$ cat src/rtl/shift_seq_pkg.sv
// rtl/shift_seq_pkg.sv - shared types and constants for the shift sequencer
package shift_seq_pkg;
   localparam int   DATA_W    = 8;
   localparam logic DIR_LEFT  = 1'b0;
   localparam logic DIR_RIGHT = 1'b1;

   typedef enum logic [1:0] {
      IDLE  = 2'd0,
      SHIFT = 2'd1,
      DONE  = 2'd2
   } state_e;
endpackage

$ cat src/rtl/shift_seq_dp.sv
// rtl/shift_seq_dp.sv - 8-bit bidirectional shift register with parallel load
module shift_seq_dp import shift_seq_pkg::*; (
   input  logic              clk,
   input  logic              clr,
   input  logic              load,
   input  logic [DATA_W-1:0] load_data,
   input  logic              shift_en,
   input  logic              dir,
   input  logic              sin,
   output logic [DATA_W-1:0] shift_reg
);

   logic [DATA_W-1:0] shift_reg_q;
   logic [DATA_W-1:0] shift_reg_d;

   always_comb begin
      shift_reg_d = shift_reg_q;
      if (load) begin
         shift_reg_d = load_data;
      end else if (shift_en) begin
         // serial input enters at the end opposite the outgoing bit
         if (dir == DIR_LEFT) begin
            shift_reg_d = {shift_reg_q[DATA_W-2:0], sin};
         end else begin
            shift_reg_d = {sin, shift_reg_q[DATA_W-1:1]};
         end
      end
   end

   always_ff @(posedge clk) begin
      if (clr) begin
         shift_reg_q <= '0;
      end else begin
         shift_reg_q <= shift_reg_d;
      end
   end

   assign shift_reg = shift_reg_q;

endmodule

$ cat src/rtl/shift_seq_ctrl.sv
// rtl/shift_seq_ctrl.sv - command-driven full-duplex shift sequencer (FSM, bit-rate divider, bit counter)
module shift_seq_ctrl import shift_seq_pkg::*; #(
   parameter int CLK_DIV = 4
) (
   input  logic              clk,
   input  logic              rst,
   input  logic              cmd_valid,
   output logic              cmd_ready,
   input  logic [DATA_W-1:0] cmd_data,
   input  logic              cmd_dir,
   input  logic [2:0]        cmd_len,
   output logic              sout,
   output logic              sclk,
   input  logic              sin,
   output logic              busy,
   output logic              rsp_valid,
   input  logic              rsp_ready,
   output logic [DATA_W-1:0] rsp_data
);

   localparam int DIV_W = (CLK_DIV > 2) ? $clog2(CLK_DIV) : 1;
   localparam logic [DIV_W-1:0] DIV_LAST = DIV_W'(CLK_DIV - 1);
   localparam logic [DIV_W-1:0] DIV_HALF = DIV_W'(CLK_DIV / 2);

   state_e            state_q, state_d;
   logic [DIV_W-1:0]  div_cnt_q, div_cnt_d;
   logic [3:0]        bit_cnt_q, bit_cnt_d;
   logic [3:0]        len_q, len_d;
   logic              dir_q, dir_d;
   logic              load;
   logic              shift_en;
   logic [DATA_W-1:0] shift_reg;

   shift_seq_dp u_dp (
      .clk       (clk),
      .clr       (rst),
      .load      (load),
      .load_data (cmd_data),
      .shift_en  (shift_en),
      .dir       (dir_q),
      .sin       (sin),
      .shift_reg (shift_reg)
   );

   always_comb begin
      state_d   = state_q;
      div_cnt_d = div_cnt_q;
      bit_cnt_d = bit_cnt_q;
      len_d     = len_q;
      dir_d     = dir_q;
      load      = 1'b0;
      shift_en  = 1'b0;
      unique case (state_q)
         IDLE: begin
            if (cmd_valid) begin
               load      = 1'b1;
               dir_d     = cmd_dir;
               len_d     = (cmd_len == 3'd0) ? 4'd8 : {1'b0, cmd_len};
               bit_cnt_d = 4'd0;
               div_cnt_d = '0;
               state_d   = SHIFT;
            end
         end
         SHIFT: begin
            if (div_cnt_q == DIV_LAST) begin
               div_cnt_d = '0;
               shift_en  = 1'b1;
               bit_cnt_d = bit_cnt_q + 4'd1;
               if (bit_cnt_q + 4'd1 == len_q) begin
                  state_d = DONE;
               end
            end else begin
               div_cnt_d = div_cnt_q + DIV_W'(1);
            end
         end
         DONE: begin
            if (rsp_ready) begin
               state_d = IDLE;
            end
         end
         default: state_d = IDLE;
      endcase
   end

   always_ff @(posedge clk) begin
      if (rst) begin
         state_q   <= IDLE;
         div_cnt_q <= '0;
         bit_cnt_q <= 4'd0;
         len_q     <= 4'd0;
         dir_q     <= DIR_LEFT;
      end else begin
         state_q   <= state_d;
         div_cnt_q <= div_cnt_d;
         bit_cnt_q <= bit_cnt_d;
         len_q     <= len_d;
         dir_q     <= dir_d;
      end
   end

   // serial pins are only driven while a transfer is in flight
   always_comb begin
      cmd_ready = (state_q == IDLE);
      busy      = (state_q == SHIFT) || (state_q == DONE);
      rsp_valid = (state_q == DONE);
      sout      = 1'b0;
      sclk      = 1'b0;
      if (state_q == SHIFT) begin
         sout = (dir_q == DIR_RIGHT) ? shift_reg[0] : shift_reg[DATA_W-1];
         sclk = (div_cnt_q >= DIV_HALF);
      end
   end

   assign rsp_data = shift_reg;

endmodule

$ cat config.mk
export PLATFORM = sky130hd
export DESIGN_NAME = shift_seq_ctrl
export DESIGN_NICKNAME = d
export VERILOG_FILES = /design/src/rtl/shift_seq_pkg.sv /design/src/rtl/shift_seq_dp.sv /design/src/rtl/shift_seq_ctrl.sv
export SDC_FILE = /design/constraint.sdc
export NUM_CORES = 1
export LEC_CHECK = 0
export BUFFER_PORTS_ARGS = -buffer_cell sky130_fd_sc_hd__buf_2
export CORE_ASPECT_RATIO = 1.2
export CORE_MARGIN = 2
export CORE_UTILIZATION = 30
export CTS_BUF_LIST = sky130_fd_sc_hd__clkbuf_8
export DETAILED_ROUTE_END_ITERATION = 7
export PLACE_DENSITY = 0.57
export SKIP_LAST_GASP = 1
export SLEW_MARGIN = 10
export SYNTH_ARGS = -nofsm -noshare
export SYNTH_HDL_FRONTEND = slang
export SYNTH_SLANG_ARGS = --single-unit
$ cat constraint.sdc
create_clock -name clk -period 2 [get_ports clk]
set_clock_uncertainty 0.1 [all_clocks]
set_input_delay 0.2 -clock clk [delete_from_list [all_inputs] [get_ports clk]]
set_output_delay 0.2 -clock clk [all_outputs]
set_load 0.02 [all_outputs]
==> flow_metrics.env <==
export IMPL_synth_top_area_share_pct=34.29
export IMPL_cts_tree="yes"
export IMPL_cp_max_fo=11
export IMPL_largest_reg_flops=8
export IMPL_grt_busiest_layer="met2"
export IMPL_cts_sinks=21
export IMPL_criticalPathCategory="reg2reg"
export IMPL_drive_above_1_share_pct=22.47
export IMPL_min_period_ps=1849
export IMPL_use_met2_pct=21.86
export IMPL_grt_pass1_wl_um=4560
export IMPL_place_hpwl_um=2173
export IMPL_ys_ff_latch=21
export IMPL_dieArea_um2=4617
export IMPL_ys_types=36
export IMPL_worst_pin_slew_ps=527.5
export IMPL_clkTransAtPathRegs_ps=80
export IMPL_ctsHtreeMaxLevel=1
export IMPL_nets=202
export IMPL_fill_cells=434
export IMPL_finalSetupTns_ps=0
export IMPL_detail_route_first_pass_iterations=4
export IMPL_route_vias_total=1110
export IMPL_antenna_found_initial=0
export IMPL_max_slew_margin_rel_pct=64.78
export IMPL_critPathLaunchType="flop"
export IMPL_grt_overflow_total=0
export IMPL_die_w_um=62.36
export IMPL_required_ps=2050
export IMPL_power_density_nw_per_um2=1028
export IMPL_hp_class="in2reg"
export IMPL_numCtsBuffers=3
export IMPL_use_met1_pct=15.12
export IMPL_portBuffers=29
export IMPL_routed_wl_um=2806
export IMPL_antenna_cells=0
export IMPL_fin_cells=232
export IMPL_ios=30
export IMPL_initial_core_util_pct=31.11
export IMPL_synth_seq_area_share_pct=34.29
export IMPL_regArea_um2=420.4
export IMPL_cts_root_buf="clkbuf_8"
export IMPL_leakagePower_nw=0.6246
export IMPL_viasPerCell=4.784
export IMPL_areaGrowthSynthToFinish_pct=20.82
export IMPL_max_cap_viol_count=0
export IMPL_use_met3_pct=2.421
export IMPL_fin_crit_sh_pct=92.43
export IMPL_drc=0
export IMPL_syn_cell_area_um2=1226
export IMPL_grtUsageTotal_pct=12.13
export IMPL_clk_latency_ps=260
export IMPL_outcome="completed"
export IMPL_grt_pass1_vias=1048
export IMPL_cp_startpoint="state_q[0]"
export IMPL_rsz0062_at_grt="false"
export IMPL_dpl_cell_count=228
export IMPL_place_congestion=0.7242
export IMPL_yosysTopAreaCell="dfxtp_1"
export IMPL_fmax_ghz=0.5410
export IMPL_ant_nets=0
export IMPL_multiInputGateArea_um2=753.2
export IMPL_reg2reg_slack_ps=150
export IMPL_slew_viol_final=0
export IMPL_drtIter0Drc=59
export IMPL_wire_per_inst_um=12.09
export IMPL_grt_max_degree=23
export IMPL_finalHoldViolations=0
export IMPL_critPathCaptureType="flop"
export IMPL_synth_area_leaders="dfxtp_1, nand2_1, mux2i_1"
export IMPL_netlist_instances=148
export IMPL_timing_rr_start="state_q[0]"
export IMPL_die_height_um=74.04
export IMPL_min_from="cmd_dir"
export IMPL_synth_nets=171
export IMPL_vdd_ir_drop_max_uv=337.9
export IMPL_syn_avg_cell_area_um2=8.285
export IMPL_setup_viol=0
export IMPL_num_rows=25
export IMPL_coreArea_um2=3941
export IMPL_layout_common_cells="nand2_1, buf_2, dfxtp_1"
export IMPL_critical_path_arrival_ps=1900
export IMPL_cts_path_max_buffers=2
export IMPL_yosysWarnings=0
## Yosys cell counts
cell,n
or4_1,1
nor2b_1,3
o211ai_1,9
dfxtp_1,21
nand3_1,1
buf_1,1
ha_1,6
a21oi_1,19
o21ai_0,2
o21a_1,1
a31oi_1,1
nor3_1,5
xnor3_1,1
nor4_4,1
nand3b_1,2
o311ai_1,1
a2bb2oi_1,1
xor2_1,1
nor3b_1,1
nor4_1,1
and2_1,2
nor2_1,7
mux2i_1,10
nand2_1,29
buf_6,1
nand4_1,1
nand2b_1,1
inv_1,5
a41oi_1,1
buf_2,2
or3b_1,1
xnor2_1,3
clkbuf_1,3
a22oi_1,1
nor2b_4,1
a221oi_1,1
## per-stage QoR
stage | util (%) | hold slack (ps) | setup slack (ps) | total power [W] | cell area [um^2]
global placement | 36.35 | 350.7 | 246.3 | 0.001251 | 1433
CTS | 37.52 | 75.76 | 152.1 | 0.001537 | 1479
finish | 37.59 | 77.53 | 151.4 | 0.001523 | 1481
floorplan | - | 236.0 | 222.7 | 0.001081 | 1226
detailed placement | 36.35 | 354.1 | 175.3 | 0.001252 | 1433
global route | 37.59 | 76.07 | 40.04 | 0.001636 | 1481
## path summary, 6_finish.rpt
kind             endpoint  depth (start not counted)
min                 dir_q                          3
min reg2reg      len_q[0]                          2
max reg2reg  bit_cnt_q[3]                          6
max          bit_cnt_q[3]                          6
## timing repair
item / 4_1_cts / 5_1_grt
endpoints found under the setup margin: 0 / 3
gates resized for setup: 0 / 1
hold buffers: 0 / 0
setup buffers: 0 / 0
hold endpoints to repair: 0 / 0
## routing by layer
layer	part of all wire (%)	vias up	routed length (um)
met5	0	-	0
met4	0.68	0	19
met3	4.8	2	134
met2	48	23	1345
met1	47	498	1306
li1	-	587	-
## critical path, stage by stage (launching register included)
cell and delay, ps:
dfxtp_1 370, inv_1 70, ha_1 280, nor2b_4 200
or3b_1 440, o21ai_0 200, a21oi_1 80
## kinds of logic after synthesis
family          synth area share, %
simple gates                  23.57
buf+inv                       4.490
flops                         34.29
xor+xnor                      4.694
fa+ha+maj                     6.122
mux                           8.164
compound gates                18.67
## where the power goes
| group | total, W | switching [W] | internal, W |
|---|---|---|---|
| clock | 0.000279 | 0.000140 | 0.000139 |
| combinational | 0.000682 | 0.000409 | 0.000273 |
| sequential | 0.000563 | 0.0000762 | 0.000487 |
## area by class of cell
cell class	instances	share of cell area, %
well taps	54	4.561
inverters	5	1.267
flip-flops and latches	21	28.38
clock buffers	3	2.787
multi-input cells	115	50.84
repair buffers	33	11.82
clock inverters	1	0.3378
Note: power is estimated with default switching activity, not from simulation.
